**config.mk**
```make
export PLATFORM = sky130hd
export DESIGN_NAME = mux_2to1
export DESIGN_NICKNAME = d
export VERILOG_FILES = /design/src/rtl/mux_2to1.sv
export SDC_FILE = /design/constraint.sdc
export NUM_CORES = 1
export LEC_CHECK = 0
export ABC_AREA = 1
export ABC_CLOCK_PERIOD_IN_PS = 1900
export BUFFER_PORTS_ARGS = -buffer_cell sky130_fd_sc_hd__buf_2
export CORE_MARGIN = 2
export CORE_UTILIZATION = 33
export CTS_CLUSTER_SIZE = 14
export DETAILED_ROUTE_END_ITERATION = 6
export GPL_TIMING_DRIVEN = 0
export PLACE_DENSITY = 0.65
export SLEW_MARGIN = 20
export SYNTH_ARGS = -nofsm -noshare
export SYNTH_HDL_FRONTEND = slang
export SYNTH_SLANG_ARGS = --single-unit
```
**constraint.sdc**
```tcl
create_clock -name clk -period 1.9 [get_ports clk]
set_input_delay 0.38 -clock clk [delete_from_list [all_inputs] [get_ports clk]]
set_output_delay 0.38 -clock clk [all_outputs]
set_load 0.02 [all_outputs]
```
**src/rtl/mux_2to1.sv**
```systemverilog
// Registered 2-to-1 datapath mux with aligned valid, select-change
// event pulse and saturating toggle counter.
module mux_2to1 #(
    parameter int WIDTH   = 100,
    parameter int LATENCY = 1,
    parameter int CNT_W   = 16
) (
    input  logic             clk,
    input  logic             rst_n,
    input  logic             sel,
    input  logic [WIDTH-1:0] a,
    input  logic [WIDTH-1:0] b,
    output logic [WIDTH-1:0] out,
    output logic             out_valid,
    output logic             sel_q,
    output logic             sel_event,
    output logic [CNT_W-1:0] sel_toggles
);

    generate
        if (LATENCY < 1 || LATENCY > 4) begin : g_bad_latency
            $error("mux_2to1: LATENCY must be in 1..4");
        end
        if (WIDTH < 1 || WIDTH > 1024) begin : g_bad_width
            $error("mux_2to1: WIDTH must be in 1..1024");
        end
        if (CNT_W < 1) begin : g_bad_cnt
            $error("mux_2to1: CNT_W must be at least 1");
        end
    endgenerate

    logic [LATENCY-1:0][WIDTH-1:0] data_q;
    logic [LATENCY-1:0]            sel_pipe;
    logic [LATENCY-1:0]            valid_pipe;

    logic             prev_valid;
    logic             prev_sel;
    logic [CNT_W-1:0] toggles;

    always_ff @(posedge clk or negedge rst_n) begin
        if (!rst_n) begin
            data_q     <= '0;
            sel_pipe   <= '0;
            valid_pipe <= '0;
        end else begin
            data_q[0]     <= sel ? b : a;
            sel_pipe[0]   <= sel;
            valid_pipe[0] <= 1'b1;
            for (int i = 1; i < LATENCY; i++) begin
                data_q[i]     <= data_q[i-1];
                sel_pipe[i]   <= sel_pipe[i-1];
                valid_pipe[i] <= valid_pipe[i-1];
            end
        end
    end

    assign out       = data_q[LATENCY-1];
    assign sel_q     = sel_pipe[LATENCY-1];
    assign out_valid = valid_pipe[LATENCY-1];

    // Event is decoded from registered state only, so it stays
    // aligned with out and has no path from the inputs.
    assign sel_event = out_valid & prev_valid & (sel_q ^ prev_sel);

    always_ff @(posedge clk or negedge rst_n) begin
        if (!rst_n) begin
            prev_valid <= 1'b0;
            prev_sel   <= 1'b0;
            toggles    <= '0;
        end else begin
            prev_valid <= out_valid;
            prev_sel   <= sel_q;
            if (sel_event && (toggles != {CNT_W{1'b1}})) begin
                toggles <= toggles + 1'b1;
            end
        end
    end

    assign sel_toggles = toggles;

endmodule

```
==> impl_metrics.yaml, run 1 <==
cts:
  cts_setup_buffers: 0
  cts_htree_levels: 4
  clk_latency_ns: 0.41
  cts_tree: "built"
  cts.sink_count: 120
  cts_max_path_buffers: 2
  numCtsBuffers: 17
  path_clk_slew_ns: 0.05
  cts-root-buf: "clkbuf_16"
yosys:
  ys_types: 22
  syn-num-nets: 575
  synthCells: 371
  synth-edff-count: 0
  synthFlopType: "dfrtp_1"
  syn_avg_cell_area_um2: 13.1
  yosys_warnings: 0
  syn_area_um2: 4870
  synthArstFlopShare_pct: 100
  seq_area_frac_synth_pct: 61.7
  postSynthRegisterBits: 120
critical_path:
  startpoint_type: "flip-flop"
  cp_max_fo: 10
  critPathArrivalTime_ns: 2.07
  crit_chain: "ha_1 -> nand3_4 -> inv_2 -> nand2_2 -> nor2_2 -> nor2_2 -> buf_6 -> nand2_2 -> o21ai_2"
  required_ns: 2.23
  cpPeakStageDelay_ns: 0.44
  cp_slowest_cell: "dfrtp_1"
  worstSetupEndpointType: "flip-flop"
  critPathKind: "flip-flop to flip-flop"
power_and_ir_drop:
  power_density_nw_per_um2: 985
  peakVddDrop_mv: 0.794
  p_leak_nw: 3.75
  p_total_w: 0.00725
cells_and_area:
  drive_above_1_share_pct: 66.8
  post-route-util_pct: 50.8
  num_antenna_cells: 0
  multi_input_area_um2: 1730
  area_growth_pct: 51.2
  nets: 917
  n_fill_cell: 1313
  finalInstanceArea_um2: 7360
  layout_commonest_cell: "buf_2"
  seqCellArea_um2: 3000
  final_cell_mix: "buf_2 (330), dfrtp_1 (120), mux2_2 (100)"
floorplan:
  die-area_um2: 15700
  ios: 322
  die_h_um: 125
  core_um2: 14500
  start_util_pct: 33.6
  die_x_um: 125
  std_cell_rows: 44
placement:
  numPortBuffers: 321
  place_area_um2: 6740
  gp_congestion: 0.862
  hpwl_mm: 11.1
global_routing:
  grt_max_degree: 69
  grt_pass1_wl_mm: 21.8
  grt_pass1_vias: 4328
  antenna_found_initial: 0
  grt-ovfl-total: 0
  grtUsageTotal_pct: 17.9
timing:
  finalCriticalPeriod_ns: 1.74
  finalSetupViolations: 0
  maxSlewViolCount: 0
  worst_slew_pin_slew_ns: 0.686
  rsz0062_at_grt: "false"
  worst_clock_skew_ns: 0.00937
  fmax_ghz: 0.575
  fin_crit_sh_pct: 91.5
  relSlewSlack_pct: 54.3
  holdWs_ns: 0.0962
  finalHoldViolCount: 0
route:
  drt_iter0_drc: 123
  wl_per_cell_um: 15.4
  drc: 0
  vias: 4031
  antenna_left: 0
  routed_wl_mm: 14.0
  vias_per_cell: 4.43
  first_pass_iters: 4
run:
  drv_cap: 0
min_path:
  hold_class: "input pin to flip-flop"
status:
  status: "complete, no violations"
==> routing by layer <==
layer	global-route usage, %	vias to the layer above	wire (um)	share of wire (%)
met5	0	-	0	0
met4	6.14	0	254	1.8
met3	7.57	23	1090	7.8
met2	31.6	165	7520	54
met1	19.4	1922	5150	37
li1	-	1921	-	-
==> kinds of logic (layout without fill, tap and decap cells) <==
kind of cell	Yosys count	after routing	share of synthesized area [%]
xor+xnor	5	5	0.900
simple gates	107	107	9.74
buf+inv	28	383	2.72
other cells	1	1	0.0770
fa+ha+maj	1	1	0.257
flops	120	120	61.7
compound gates	9	9	1.47
mux	100	100	23.1
==> registers in the layout, summed over array words and instances, names as in the netlist <==
name and cells:
prev_valid 1, out_valid 1, out 100, sel_toggles 16
prev_sel 1, sel_q 1
==> report_power, final <==
part | internal [W] | switching (W) | leakage, nW
Sequential | 0.00275 | 0.000103 | 1.43
Clock | 0.00219 | 0.00108 | 0.300
Combinational | 0.000487 | 0.000625 | 2.02
Total | 0.00543 | 0.00181 | 3.75
==> synthesized netlist by cell type, drive strengths merged (5+ instances only) <==
| cell | count | area, um^2 |
|---|---|---|
| buf | 12 | 72.6 |
| dfrtp | 120 | 3000 |
| inv | 15 | 56.3 |
| mux2 | 100 | 1130 |
| nand2 | 71 | 284 |
| nand3 | 9 | 57.6 |
| nand4 | 5 | 31.3 |
| nor2 | 21 | 96.3 |
| o21ai | 9 | 71.3 |
| xor2 | 5 | 43.8 |
==> worst paths after layout <==
check,startpoint,endpoint,slack [ns],cells past startpoint
min reg2reg,out_valid,prev_valid,0.40,0
min in group asynchronous,rst_n,sel_toggles[1],0.49,2
max in group asynchronous,rst_n,out[77],0.72,3
min,sel,sel_q,0.1,1
max,sel_toggles[0],sel_toggles[4],0.16,9
max reg2reg,sel_toggles[0],sel_toggles[4],0.16,9
==> through the flow <==
stage                     std cells  setup slack, ns  setup TNS (ns)
final                           910            0.162               0
after global routing            910           0.0444               0
after CTS                       910            0.152               0
after detailed placement        877          -0.0601           -1.56
after global placement          876            -1.01         -120.14
after floorplan                 371            0.314               0
==> area by class of cell <==
| type | instances | area share [%] |
|---|---|---|
| inverter | 15 | 0.765 |
| clock buffer | 24 | 6.68 |
| clock inverter | 8 | 1.60 |
| multi-input combinational | 223 | 23.5 |
| timing repair buffer | 323 | 22.4 |
| sequential | 120 | 40.8 |
| tap | 184 | 3.13 |
| buffer | 13 | 1.04 |
==> repair_timing <==
action	CTS	global route
gates resized for setup	0	0
hold buffers	1	0
endpoints found under the hold margin	52	0
==> worst max-delay path: cells and delay by family (launching register included) <==
family	cells	cell delay, ns
buffers and inverters	2	0.28
AND/OR/NAND/NOR	5	0.58
adder cells (fa/ha/maj)	1	0.31
flip-flops	1	0.44
AO/OA/AOI/OAI	1	0.05
(Power assumes the default switching activity.)
==> run 2, diff against run 1 <==
--- a/config.mk
+++ b/config.mk
@@ -14,6 +14,7 @@
 export DETAILED_ROUTE_END_ITERATION = 6
 export GPL_TIMING_DRIVEN = 0
 export PLACE_DENSITY = 0.65
+export RECOVER_POWER = 50
 export SLEW_MARGIN = 20
 export SYNTH_ARGS = -nofsm -noshare
 export SYNTH_HDL_FRONTEND = slang
==> impl_metrics.yaml, run 2 (synthesized netlist as in run 1, its figures left out) <==
status:
  status: "complete, no violations"
cells_and_area:
  largest_register_ffs: 100
  finalInstanceArea_um2: 7270
  final_cell_mix: "buf_2 (273), dfrtp_1 (120), mux2_2 (100)"
  nets: 917
  drive_above_1_share_pct: 59.0
  area_growth_pct: 49.4
  post-route-util_pct: 50.2
  num_antenna_cells: 0
  layout_commonest_cell: "buf_2"
  n_fill_cell: 1347
cts:
  cts-root-buf: "clkbuf_16"
  clk_latency_ns: 0.41
  cts_hold_buf: 1
  numCtsBuffers: 17
  ctsResizeCount: 0
  cts_setup_buffers: 0
  cts_htree_levels: 4
  path_clk_slew_ns: 0.05
  cts_tree: "built"
  cts.sink_count: 120
  cts_max_path_buffers: 2
critical_path:
  cp_max_fo: 10
  critPathArrivalTime_ns: 2.06
  r2r_slack_ns: 0.17
  cp-endpoint: "sel_toggles[4]"
  worstSetupStartpoint: "sel_toggles[0]"
  startpoint_type: "flip-flop"
  timing.rr.start: "sel_toggles[0]"
  r2r_end: "sel_toggles[4]"
  required_ns: 2.23
  worstSetupEndpointType: "flip-flop"
  rr_worst_depth: 9
  cp_slowest_cell: "dfrtp_1"
  critPathKind: "flip-flop to flip-flop"
  crit_chain: "ha_1 -> nand3_4 -> inv_2 -> nand2_2 -> nor2_2 -> nor2_2 -> buf_6 -> nand2_2 -> o21ai_2"
  cpPeakStageDelay_ns: 0.44
min_path:
  hold_class: "input pin to flip-flop"
placement:
  gp_congestion: 0.862
  place_area_um2: 6740
  numPortBuffers: 321
  hpwl_mm: 11.1
route:
  routed_wl_mm: 14.0
  drc: 0
  antenna_left: 0
  drt_iter0_drc: 117
  vias_per_cell: 4.44
  first_pass_iters: 4
  vias: 4041
  wl_per_cell_um: 15.4
floorplan:
  die_h_um: 125
  die_x_um: 125
  core_um2: 14500
  start_util_pct: 33.6
  ios: 322
  die-area_um2: 15700
  std_cell_rows: 44
timing:
  maxSlewViolCount: 0
  finalHoldViolCount: 0
  relSlewSlack_pct: 55.2
  finalCriticalPeriod_ns: 1.73
  fmax_ghz: 0.578
  finalSetupViolations: 0
  rsz0062_at_grt: "false"
  worst_slew_pin_slew_ns: 0.672
  worst_clock_skew_ns: 0.00935
  fin_crit_sh_pct: 91.1
global_routing:
  grt-ovfl-total: 0
  grt_pass1_vias: 4328
  grtUsageTotal_pct: 17.9
  grt_max_degree: 69
  antenna_found_initial: 0
  grt_pass1_wl_mm: 21.8
power_and_ir_drop:
  peakVddDrop_mv: 0.792
  p_leak_nw: 3.59
  power_density_nw_per_um2: 993
run:
  drv_cap: 0
## run 2: cell count changes in the layout (fill, tap and decap cells not counted)
cell	previous run	this run
buf_16	1	0
clkbuf_1	4	61
buf_6	3	4
buf_2	330	273
## run 2: layout make-up
type	instances	area (um^2)	area share, %
well taps	184	230	3.17
repair buffers	323	1560	21.5
clock inverters	8	118	1.62
flip-flops and latches	120	3000	41.3
plain buffers	13	76.3	1.05
multi-input cells	223	1730	23.8
inverters	15	56.3	0.775
clock buffers	24	492	6.76
## run 2: worst max-delay path: cells and delay by family (launching register included)
kind / cells / cell delay (ns)
AND/OR/NAND/NOR: 5 / 0.58
buffers and inverters: 2 / 0.28
adder cells (fa/ha/maj): 1 / 0.31
AO/OA/AOI/OAI: 1 / 0.05
flip-flops: 1 / 0.44
## run 2: power breakdown
group          internal, W  total, W  switching, W
clock network      0.00219   0.00327       0.00108
logic             0.000457   0.00108      0.000625
registers          0.00276   0.00286      0.000106
total              0.00540   0.00722       0.00181
## run 2: routing by layer
| layer | wire (um) | part of all wire [%] | track usage, % | vias to the layer above |
|---|---|---|---|---|
| li1 | - | - | - | 1923 |
| met1 | 5160 | 37 | 19.4 | 1930 |
| met2 | 7510 | 54 | 31.6 | 165 |
| met3 | 1070 | 7.6 | 7.57 | 23 |
| met4 | 253 | 1.8 | 6.14 | 0 |
| met5 | 0 | 0 | 0 | - |
## run 2: worst min path at each step
stage / start / depth (start not counted) / endpoint / slack [ns]
finish: sel / 1 / sel_q / 0.11
CTS: sel / 1 / sel_q / 0.08
global route: sel / 1 / sel_q / 0.1
floorplan: rst_n / 0 / out[0] / 0.08
global placement: out_valid / 0 / prev_valid / 0.38
detailed placement: rst_n / 1 / sel_toggles[1] / 0.36
## run 2: stage by stage
step	hold WS, ns	total power, W	TNS, ns	cells	setup WS (ns)
finish	0.105	0.00722	0	910	0.170
CTS	0.0781	0.00734	0	910	0.152
detailed placement	0.359	0.00403	-1.56	877	-0.0601
floorplan	0.0844	0.00347	0	371	0.314
global route	0.0950	0.00754	0	910	0.0444
global placement	0.379	0.00399	-120.14	876	-1.01
==> run 3, diff against run 2 <==
--- a/config.mk
+++ b/config.mk
@@ -8,7 +8,7 @@
 export ABC_AREA = 1
 export ABC_CLOCK_PERIOD_IN_PS = 1900
 export BUFFER_PORTS_ARGS = -buffer_cell sky130_fd_sc_hd__buf_2
-export CORE_MARGIN = 2
+export CORE_MARGIN = 1.5
 export CORE_UTILIZATION = 33
 export CTS_CLUSTER_SIZE = 14
 export DETAILED_ROUTE_END_ITERATION = 6
==> impl_metrics.yaml, run 3 (synthesized netlist as in run 1, its figures left out) <==
status:
  status: "complete, no violations"
route:
  drc: 0
  vias_per_cell: 4.54
  wl_per_cell_um: 15.8
  drt_iter0_drc: 180
  routed_wl_mm: 14.4
  antenna_left: 0
  first_pass_iters: 4
  vias: 4121
critical_path:
  rr_worst_depth: 9
  worstSetupStartpoint: "sel_toggles[0]"
  timing.rr.start: "sel_toggles[0]"
  worstSetupEndpointType: "flip-flop"
  required_ns: 2.24
  cp_max_fo: 10
  r2r_end: "sel_toggles[14]"
  critPathKind: "flip-flop to flip-flop"
  cpPeakStageDelay_ns: 0.47
  startpoint_type: "flip-flop"
  critPathArrivalTime_ns: 2.07
  r2r_slack_ns: 0.17
  crit_chain: "ha_1 -> nand3_4 -> inv_2 -> nand2_2 -> nor2_2 -> nor2_2 -> buf_6 -> nand2_1 -> nand2_1"
  cp_slowest_cell: "dfrtp_1"
floorplan:
  start_util_pct: 33.6
  core_um2: 14500
  ios: 322
  die-area_um2: 15500
  die_h_um: 124
  std_cell_rows: 44
  die_x_um: 124
placement:
  gp_congestion: 0.879
  numPortBuffers: 321
  hpwl_mm: 11.4
  pre_cts_slack_ns: -0.0394
timing:
  finalHoldViolCount: 0
  worst_slew_pin_slew_ns: 0.634
  holdWs_ns: 0.112
  maxSlewViolCount: 0
  finalCriticalPeriod_ns: 1.73
  relSlewSlack_pct: 57.7
  worst_clock_skew_ns: 0.00518
  finalWorstSetupSlack_ns: 0.166
  fin_crit_sh_pct: 91.3
  finalSetupViolations: 0
  fmax_ghz: 0.577
  rsz0062_at_grt: "false"
min_path:
  holdPathStages: 1
  hold_class: "input pin to flip-flop"
  worstHoldEndpoint: "sel_q"
  hold_start: "sel"
global_routing:
  grt-ovfl-total: 0
  grtUsageTotal_pct: 18.7
  antenna_found_initial: 0
  grt_max_degree: 71
  grt_pass1_wl_mm: 22.4
  grt_pass1_vias: 4598
cells_and_area:
  largest_register_ffs: 100
  nets: 917
  layout_commonest_cell: "buf_2"
  final_cell_mix: "buf_2 (273), dfrtp_1 (120), mux2_2 (100)"
  area_growth_pct: 48.2
  num_antenna_cells: 0
  drive_above_1_share_pct: 59.0
power_and_ir_drop:
  comb_power_share_pct: 15.5
  p_leak_nw: 3.56
  p_int_w: 0.00514
  p_sw_share_pct: 26.2
  pwr-share-clk_pct: 43.2
  peakVddDrop_mv: 0.506
  power_frac_seq_pct: 41.2
  power_density_nw_per_um2: 966
  p_sw_w: 0.00183
cts:
  cts_max_path_buffers: 2
  clk_latency_ns: 0.40
  cts-root-buf: "clkbuf_16"
  cts.sink_count: 120
  cts_tree: "built"
  cts_htree_levels: 4
  numCtsBuffers: 17
  path_clk_slew_ns: 0.05
  ctsResizeCount: 0
run:
  drv_cap: 0
## run 3: cell types whose count changed in the layout (fill, tap and decap cells not counted)
cell,previous run,this run
clkinv_2,4,6
clkinvlp_4,1,2
clkbuf_8,4,1
bufinv_16,3,2
clkbuf_1,61,60
## run 3: how the worst max path moves through the flow
stage | to
after floorplan | sel_toggles[11]
after global placement | out[9]
after detailed placement | out[92]
after CTS | sel_toggles[14]
after global routing | sel_toggles[14]
final | sel_toggles[14]
## run 3: area by class of cell
class | count | area, um^2
fillers | 1344 | 7270
flip-flops and latches | 120 | 3000
multi-input cells | 223 | 1730
repair buffers | 323 | 1560
clock buffers | 20 | 447
well taps | 184 | 230
clock inverters | 10 | 105
plain buffers | 13 | 76.3
inverters | 15 | 56.3
## run 3: worst max-delay path: cells and delay by family (launching register included)
family / cells / cell delay, ns
adders and majority gates: 1 / 0.32
buffers and inverters: 2 / 0.25
and+or+nand+nor: 6 / 0.62
DFF: 1 / 0.47
## run 3: power by group through the flow
stage	clock [W]	combinational, W	sequential [W]
final	0.00301	0.00108	0.00287
after global routing	0.00323	0.00116	0.00289
after CTS	0.00309	0.00113	0.00287
after detailed placement	0	0.00112	0.00291
after global placement	0	0.00109	0.00290
after floorplan	0	0.000314	0.00315
## run 3: per-layer routing
metal / part of all wire [%] / GRT usage (%)
met3: 6.8 / 6.49
met4: 2.3 / 7.91
met2: 53 / 33.3
met5: 0 / 0
met1: 38 / 20.2
## run 3: what timing repair did
item,CTS,global route
hold endpoints to repair,50,0
hold buffers,1,0
buffers inserted,0,0
## run 3: through the flow
step | TNS (ns) | power (W) | util (%) | instances | instance area (um^2)
after CTS | 0 | 0.00709 | 50.4 | 908 | 7300
after global routing | 0 | 0.00729 | 49.8 | 908 | 7210
after detailed placement | -0.146 | 0.00404 | 46.5 | 877 | 6740
final | 0 | 0.00697 | 49.8 | 908 | 7210
after floorplan | 0 | 0.00347 | - | 371 | 4870
after global placement | -118.53 | 0.00399 | 46.3 | 876 | 6700
